### config.mk
export PLATFORM = sky130hd
export DESIGN_NAME = mips_multicycle_ctrl
export DESIGN_NICKNAME = d
export VERILOG_FILES = /design/src/rtl/mips_ctrl_pkg.sv /design/src/rtl/mips_ctrl_outdec.sv /design/src/rtl/mips_multicycle_ctrl.sv
export SDC_FILE = /design/constraint.sdc
export NUM_CORES = 1
export LEC_CHECK = 0
export CAP_MARGIN = 20
export CORE_MARGIN = 2
export CORE_UTILIZATION = 46
export DETAILED_ROUTE_END_ITERATION = 7
export GPL_ROUTABILITY_DRIVEN = 1
export PLACE_DENSITY = 0.83
export RECOVER_POWER = 25
export SLEW_MARGIN = 20
export SYNTH_ARGS = -nofsm -noshare
export SYNTH_HDL_FRONTEND = slang
export SYNTH_SLANG_ARGS = --single-unit
### constraint.sdc
create_clock -name clk -period 2.34 [get_ports clk]
set_clock_uncertainty 0.2 [all_clocks]
set_input_delay 0.234 -clock clk [delete_from_list [all_inputs] [get_ports clk]]
set_output_delay 0.234 -clock clk [all_outputs]
set_load 0.05 [all_outputs]
### src/rtl/mips_ctrl_pkg.sv
`default_nettype none
// ============================================================================
// Module   : mips_ctrl_pkg
// Contents : FSM state encodings, opcode constants, ALU/mux select encodings
//            and control-word type shared by the multicycle controller and
//            the ALU control decoder.
// Revision : 1.0  initial release
// ============================================================================
package mips_ctrl_pkg;

    typedef enum logic [3:0] {
        S_FETCH   = 4'd0,
        S_DECODE  = 4'd1,
        S_MEMADR  = 4'd2,
        S_MEMRD   = 4'd3,
        S_MEMWB   = 4'd4,
        S_MEMWR   = 4'd5,
        S_RTYPEEX = 4'd6,
        S_RTYPEWB = 4'd7,
        S_BEQEX   = 4'd8,
        S_ADDIEX  = 4'd9,
        S_ADDIWB  = 4'd10,
        S_JEX     = 4'd11
    } state_t;

    localparam logic [5:0] OP_RTYPE = 6'b000000;
    localparam logic [5:0] OP_LW    = 6'b100011;
    localparam logic [5:0] OP_SW    = 6'b101011;
    localparam logic [5:0] OP_BEQ   = 6'b000100;
    localparam logic [5:0] OP_ADDI  = 6'b001000;
    localparam logic [5:0] OP_J     = 6'b000010;

    localparam logic [1:0] ALUOP_ADD   = 2'b00;
    localparam logic [1:0] ALUOP_SUB   = 2'b01;
    localparam logic [1:0] ALUOP_FUNCT = 2'b10;

    localparam logic [1:0] SRCB_REG   = 2'b00;
    localparam logic [1:0] SRCB_FOUR  = 2'b01;
    localparam logic [1:0] SRCB_IMM   = 2'b10;
    localparam logic [1:0] SRCB_IMMSH = 2'b11;

    localparam logic [1:0] PCSRC_ALU    = 2'b00;
    localparam logic [1:0] PCSRC_ALUOUT = 2'b01;
    localparam logic [1:0] PCSRC_JUMP   = 2'b10;

    typedef struct packed {
        logic       iord;
        logic       ir_write;
        logic       mem_write;
        logic       reg_write;
        logic       reg_dst;
        logic       mem_to_reg;
        logic       alu_src_a;
        logic [1:0] alu_src_b;
        logic [1:0] pc_src;
        logic [1:0] alu_op;
        logic       pc_write;
        logic       branch;
    } ctrl_t;

    function automatic logic op_supported(input logic [5:0] op);
        return (op == OP_RTYPE) || (op == OP_LW) || (op == OP_SW) ||
               (op == OP_BEQ)   || (op == OP_ADDI) || (op == OP_J);
    endfunction

    // States whose exit to FETCH marks a completed instruction.
    function automatic logic is_terminal(input state_t s);
        return (s == S_MEMWB) || (s == S_MEMWR) || (s == S_RTYPEWB) ||
               (s == S_ADDIWB) || (s == S_BEQEX) || (s == S_JEX);
    endfunction

endpackage
`default_nettype wire

### src/rtl/mips_ctrl_outdec.sv
`default_nettype none
// ============================================================================
// Module   : mips_ctrl_outdec
// Contents : Moore output decoder mapping controller state to control word.
// Revision : 1.0  initial release
// ============================================================================
module mips_ctrl_outdec
    import mips_ctrl_pkg::*;
(
    input  state_t state,
    output ctrl_t  ctrl
);

    always_comb begin
        ctrl = '0;
        case (state)
            S_FETCH: begin
                ctrl.ir_write  = 1'b1;
                ctrl.alu_src_b = SRCB_FOUR;
                ctrl.pc_write  = 1'b1;
            end
            S_DECODE: begin
                ctrl.alu_src_b = SRCB_IMMSH;
            end
            S_MEMADR: begin
                ctrl.alu_src_a = 1'b1;
                ctrl.alu_src_b = SRCB_IMM;
            end
            S_MEMRD: begin
                ctrl.iord = 1'b1;
            end
            S_MEMWB: begin
                ctrl.mem_to_reg = 1'b1;
                ctrl.reg_write  = 1'b1;
            end
            S_MEMWR: begin
                ctrl.iord      = 1'b1;
                ctrl.mem_write = 1'b1;
            end
            S_RTYPEEX: begin
                ctrl.alu_src_a = 1'b1;
                ctrl.alu_op    = ALUOP_FUNCT;
            end
            S_RTYPEWB: begin
                ctrl.reg_dst   = 1'b1;
                ctrl.reg_write = 1'b1;
            end
            S_BEQEX: begin
                ctrl.alu_src_a = 1'b1;
                ctrl.alu_op    = ALUOP_SUB;
                ctrl.pc_src    = PCSRC_ALUOUT;
                ctrl.branch    = 1'b1;
            end
            S_ADDIEX: begin
                ctrl.alu_src_a = 1'b1;
                ctrl.alu_src_b = SRCB_IMM;
            end
            S_ADDIWB: begin
                ctrl.reg_write = 1'b1;
            end
            S_JEX: begin
                ctrl.pc_src   = PCSRC_JUMP;
                ctrl.pc_write = 1'b1;
            end
            default: ctrl = '0;
        endcase
    end

endmodule
`default_nettype wire

### src/rtl/mips_multicycle_ctrl.sv
`default_nettype none
// ============================================================================
// Module   : mips_multicycle_ctrl
// Contents : Multicycle MIPS main controller: state register, next-state
//            logic and retired-instruction counter.
// Revision : 1.0  initial release
// ============================================================================
module mips_multicycle_ctrl
    import mips_ctrl_pkg::*;
#(
    parameter int CNT_W = 32
) (
    input  logic             clk,
    input  logic             reset,
    input  logic [5:0]       op,
    input  logic             zero,
    output logic             iord,
    output logic             ir_write,
    output logic             mem_write,
    output logic             reg_write,
    output logic             reg_dst,
    output logic             mem_to_reg,
    output logic             alu_src_a,
    output logic [1:0]       alu_src_b,
    output logic [1:0]       pc_src,
    output logic [1:0]       alu_op,
    output logic             pc_en,
    output logic             illegal_op,
    output logic [CNT_W-1:0] retired,
    output logic [3:0]       state_dbg
);

    state_t           state;
    state_t           next_state;
    ctrl_t            ctrl;
    logic             retire;
    logic [CNT_W-1:0] retired_cnt;

    always_ff @(posedge clk or posedge reset) begin
        if (reset) begin
            state <= S_FETCH;
        end else begin
            state <= next_state;
        end
    end

    always_comb begin
        next_state = S_FETCH;
        case (state)
            S_FETCH:  next_state = S_DECODE;
            S_DECODE: begin
                case (op)
                    OP_LW, OP_SW: next_state = S_MEMADR;
                    OP_RTYPE:     next_state = S_RTYPEEX;
                    OP_BEQ:       next_state = S_BEQEX;
                    OP_ADDI:      next_state = S_ADDIEX;
                    OP_J:         next_state = S_JEX;
                    default:      next_state = S_FETCH;
                endcase
            end
            S_MEMADR:  next_state = (op == OP_SW) ? S_MEMWR : S_MEMRD;
            S_MEMRD:   next_state = S_MEMWB;
            S_RTYPEEX: next_state = S_RTYPEWB;
            S_ADDIEX:  next_state = S_ADDIWB;
            default:   next_state = S_FETCH;
        endcase
    end

    // An illegal-op bounce out of DECODE is not a completion, so only
    // terminal states qualify.
    assign retire = is_terminal(state) && (next_state == S_FETCH);

    always_ff @(posedge clk or posedge reset) begin
        if (reset) begin
            retired_cnt <= '0;
        end else if (retire) begin
            retired_cnt <= retired_cnt + {{(CNT_W-1){1'b0}}, 1'b1};
        end
    end

    mips_ctrl_outdec u_outdec (
        .state (state),
        .ctrl  (ctrl)
    );

    assign iord       = ctrl.iord;
    assign ir_write   = ctrl.ir_write;
    assign mem_write  = ctrl.mem_write;
    assign reg_write  = ctrl.reg_write;
    assign reg_dst    = ctrl.reg_dst;
    assign mem_to_reg = ctrl.mem_to_reg;
    assign alu_src_a  = ctrl.alu_src_a;
    assign alu_src_b  = ctrl.alu_src_b;
    assign pc_src     = ctrl.pc_src;
    assign alu_op     = ctrl.alu_op;
    assign pc_en      = ctrl.pc_write | (ctrl.branch & zero);
    assign illegal_op = (state == S_DECODE) && !op_supported(op);
    assign retired    = retired_cnt;
    assign state_dbg  = state;

endmodule
`default_nettype wire

# After elaboration in Yosys (flattened, before gate mapping)

Index checks and enable logic that the tools add are counted.

Memories: 0
Latch bits: 0
Bits in writable memories: 0
Output and inout bits: 51
Logic and storage cells: 58
Memory bits (read-only): 0
Input port bits: 9
Bits in registers: 36

Div/mod/pow operators: 0
Magnitude comparators: 0
Add/sub/neg operators: 1
Multipliers: 0
Muxes and demuxes: 15
Shifts and indexed selects: 0
Eq/ne operators: 16
Reduce and logical (&&, ||, !) cells: 22
Bitwise gates (word level): 2

Operators with widths:

| operator              | count |
|---|---|
| $add 32x1->32 const B | 1 |
| $pmux 4 s6            | 1 |
| $pmux 4 s5            | 1 |
| $eq 4x3->1 const B    | 4 |
| $eq 4x4->1 const B    | 4 |
| $eq 6x6->1 const B    | 2 |
| $logic_or 1x1->1      | 10 |
| $mux 1                | 9 |
| $eq 4x2->1 const B    | 2 |
| $logic_not 4->1       | 2 |
| $pmux 2 s2            | 2 |
| $reduce_or 2->1       | 4 |
| $eq 6x2->1 const B    | 1 |
| $eq 6x3->1 const B    | 1 |
| $eq 6x4->1 const B    | 1 |
| $logic_not 6->1       | 1 |
| $pmux 2 s3            | 1 |
| $eq 4x1->1 const B    | 1 |
| $reduce_or 4->1       | 1 |
| $mux 3                | 1 |
| $reduce_or 3->1       | 1 |
| $logic_and 1x1->1     | 2 |
| $and 1x1->1           | 1 |
| $logic_not 1->1       | 1 |
| $or 1x1->1            | 1 |

# Depth between registers and ports, before layout

Gate-level depths: netlist of run 1.

Word-level depth: 8
Mapped depth: 7

# By module

A second synthesis of run 1 with hierarchy kept.

Cell total of the unflattened synthesis: 202
Area total of the unflattened synthesis: 2006.9 µm²

Modules (own cells, without submodules):

| module               | sequential area each (µm²) | cells an instance | instances | area each (µm²) |
|---|---|---|---|---|
| mips_multicycle_ctrl | 900.9                      | 172               | 1         | 1810.5 |
| mips_ctrl_outdec     | 0.0                        | 30                | 1         | 196.4 |

# Least setup slack after synthesis of run 1

No wires, ideal clock.

Path kind: flip-flop to output port
From: reg state[0], in the netlist state_dbg[0]
To: out pc_en
Arrival: 2.973 ns
Stages on the path, launching flop included: 4
Data required time: 1.906 ns
Path slack: -1.067 ns
Cell sequence: dfrtp_1 clkbuf_1 nor4_1 a211o_1

Longest elaborated chain between the ends: 4
Elaborated cells on any way between the ends: 8

Ends and longest elaborated chain:

| what                                                              | RTL line                                           | source |
|---|---|---|
| start: declaration                                                | mips_multicycle_ctrl.sv:33                         | `state_t state;` |
| start signal: assignment                                          | mips_multicycle_ctrl.sv:43                         | `state <= next_state;` |
| $eq 4x4->1 / $logic_not 4->1 (equally long branches)              | mips_ctrl_outdec.sv:16                             | `case (state)` |
| $reduce_or 2->1 (no source line) / $mux 1 (equally long branches) | --                                                 |  |
| $mux 1 / $and 1x1->1 (equally long branches)                      | mips_ctrl_outdec.sv:16, mips_multicycle_ctrl.sv:96 |  |
| $or 1x1->1 *                                                      | mips_multicycle_ctrl.sv:96                         | `assign pc_en = ctrl.pc_write \| (ctrl.branch & zero);` |
| end: declaration                                                  | mips_multicycle_ctrl.sv:27                         | `output logic pc_en,` |

Mark *: on every way between the ends. The rest lies on a longest branch, timed or not.

# Worst setup path after layout of run 1

From: reg state[2], in the netlist state_dbg[2]
To: out pc_en

The elaborated chain is that of the path after synthesis.

==> impl_metrics.tcl, run 1 <==
set metrics [dict create \
    placed_area_um2 2650 \
    io-pin-count 60 \
    setup_ws_ns 0.152 \
    p_per_area_nw_per_um2 872 \
    cts_max_path_buffers 2 \
    globalplace.congestion 0.822 \
    yosys-top-cells-area "dfrtp_1 49%, xnor2_1 12%, nand3_1 4.6%" \
    cts.sinks 36 \
    ys_top_cells_by_count "36 x dfrtp_1, 26 x xnor2_1, 17 x nand3_1, 16 x nor2_1, 15 x nand2_1" \
    relSlewSlack_pct 41.8 \
    fmax_ghz 0.457 \
    hold_slack_ns 0.292 \
    leakage_nw 1.19 \
    p_comb_share_pct 51.4 \
    power_mw 2.38 \
    p_sw_mw 1.04 \
    start_util_pct 47.0 \
    cts_buffers 5 \
    netlist.area_leader.share_pct 48.6 \
    dr.pass1.iters 4 \
    synth_compound_area_share_pct 6.76 \
    ys_async_sr_fraction_pct 100 \
    stdcell_count 302 \
    via_count 1641 \
    die_height_um 67.4 \
    avgSynthCellArea_um2 10.0 \
    ir_worst_vdd_uv 867 \
    synthesis.nets 195 \
    final_area_um2 2730 \
    fillers 302 \
    overflow 0 \
    multi_input_area_um2 943 \
    cts_hold_buf 0 \
    dp_slack_ns 0.190 \
    syn_area_um2 1850 \
    synth-simple-area-share_pct 26.2 \
    grt_first_pass_wirelength_mm 7.10 \
    maxCapViolations 0 \
    synth_edf_count 0 \
    synth_top_family_by_area "simple AND/OR/NAND/NOR gates" \
    drc 0 \
    arrival_ns 1.75 \
    ant_nets 0 \
    die_x_um 67.4 \
    seq_area_um2 902 \
    min_from "retired[31]" \
    cts.clk_slew.worst_paths_ns 0.07 \
    final_core_util_pct 69.1 \
    worstMarginPinSlew_ns 0.873 \
    dieArea_um2 4550 \
    setup_viol 0 \
    cp-start-kind "register" \
    yosysMostFrequentCell "dfrtp_1" \
    layout-drive-gt1-share_pct 15.5 \
    synth.distinct_cells 34 \
    grt_pass1_vias 1555 \
    p_int_mw 1.34 \
    drt_iter0_markers 148 \
    cts_tree "done" \
    port_buffers 59 \
    synth_mux_area_share_pct 0 \
    grt_max_degree 37 \
    num_rows 23 \
    ys_warn_count 0 \
    core_area_um2 3940 \
    period_minus_slack_ns 2.19 \
    hp-class "reg -> reg" \
    synth_fa_ha_area_share_pct 0.676 \
    ys_ff_latch 36 \
    cp-end-kind "output port" \
    ys_seq_area_share_pct 48.6 \
    syn_inst 185 \
    rr_startpoint "state_dbg[3]" \
    antenna_cells 0 \
    grt_usage_pct 20.9 \
    crit_fanout 12 \
    final_nets 262 \
    yosysTopAreaCell "dfrtp_1" \
    status "completed" \
    ys.flop_type "dfrtp_1" \
    htree_levels 2 \
    synthToLayoutAreaGrowth_pct 47.2 \
    switching_share_pct 43.8 \
    viasPerCell 5.43 \
    drt-wirelength-per-cell_um 14.2 \
    insertion_delay_ns 0.28 \
    placed_cells 295 \
    seqPwrFrac_pct 31.4 \
    post-dp-hpwl_mm 3.26 \
    path_class "reg -> out" \
    setup_tns_ns 0 \
    grt_antenna_before_repair 0 \
    finalHoldViolations 0 \
    required_ns 1.91 \
    rsz0062_at_grt "no" \
    cts-root-buf "clkbuf_8" \
    wl_mm 4.29 \
    synth_xor_area_share_pct 15.6 \
    cp-startpoint "state_dbg[2]" \
    p_clk_share_pct 17.1 \
    slew_viol_final 0 \
    finalCritPeriodShare_pct 93.5 \
]
## per-layer routing
metal	wire length, um	GRT usage [%]	up-vias
li1	-	-	780
met1	1880	27.6	791
met2	2140	33.2	59
met3	185	4.33	11
met4	89	9.44	0
met5	0	0	-
## what timing repair did
item,in CTS,in global routing
setup buffers,0,0
setup endpoints to repair,0,1
gates resized for setup,0,1
endpoints found under the hold margin,0,0
## area by class of cell
cell class                 instances  area share, %
tap                               50           2.30
multi-input combinational        140           34.6
clock buffer                       6           2.66
inverter                           3          0.413
clock inverter                     1          0.184
sequential                        36           33.1
timing repair buffer              66           26.7
## path summary, 6_finish.rpt
kind                                end  slack, ns  cells after the start
setup / recovery                  pc_en       0.15                      5
hold / removal              retired[31]       0.29                      1
setup reg to reg            retired[31]       0.34                      5
hold reg to reg             retired[31]       0.29                      1
max in group asynchronous  state_dbg[0]       0.87                      3
min in group asynchronous   retired[28]       0.46                      3
## placed cells by master, fill, tap and decap left out, types with 2 or more instances in the layout
| cell | synthesis | routed |
|---|---|---|
| nand2b_1 | 3 | 3 |
| nor3_2 | 1 | 3 |
| o21ai_0 | 3 | 3 |
| and4_1 | 2 | 2 |
| and3_1 | 9 | 9 |
| dfrtp_1 | 36 | 35 |
| buf_4 | 1 | 11 |
| nor3_1 | 8 | 6 |
| nor2_1 | 16 | 15 |
| nand3_1 | 17 | 17 |
| nor2b_1 | 3 | 3 |
| a21oi_1 | 4 | 3 |
| clkbuf_8 | 0 | 5 |
| xnor2_1 | 26 | 26 |
| inv_1 | 3 | 3 |
| nand4_1 | 8 | 8 |
| nand2_1 | 15 | 15 |
| buf_12 | 0 | 10 |
| clkdlybuf4s50_1 | 0 | 43 |
| nor3b_1 | 3 | 3 |
| xor2_1 | 7 | 7 |
| nor4_1 | 3 | 2 |
## power by group through the flow
| stage | combinational [mW] | clock [mW] | sequential [mW] |
|---|---|---|---|
| 4_1_cts | 1.22 | 0.413 | 0.747 |
| 2_1_floorplan | 0.622 | 0 | 0.892 |
| 3_3_place_gp | 1.21 | 0 | 0.750 |
| 5_1_grt | 1.28 | 0.445 | 0.760 |
| 3_5_place_dp | 1.22 | 0 | 0.758 |
| 6_report | 1.22 | 0.408 | 0.747 |
## registers in the layout (all words and copies together), names as in the netlist
register,flops
retired,32
state_dbg,4
## worst max-delay path, stage by stage (launching register included)
cell and delay [ns]:
dfrtp_1 0.40, buf_4 0.19, nand2b_1 0.21, nor3_2 0.27, a211o_1 0.20, buf_4 0.20
## logic make-up (layout without fill, tap and decap cells)
kind of cell    count (synthesis)  count (layout)
fa+ha+maj                       1               1
buf+inv                         9              76
flops                          36              36
simple gates                   91              91
xor+xnor                       33              33
compound gates                 15              15
Power figures use the tool's default switching activity.
==> run 2: changes to the inputs <==
Settings changed: SLEW_MARGIN 20 to not set.
==> results of run 2 <==
No change in the layout: final DEF, timing and power equal those of run 1.
==> run 3: changes to the inputs <==
Settings changed: SLEW_MARGIN set to 20.
==> results of run 3 <==
No change in the layout: final DEF, timing and power equal those of run 1.
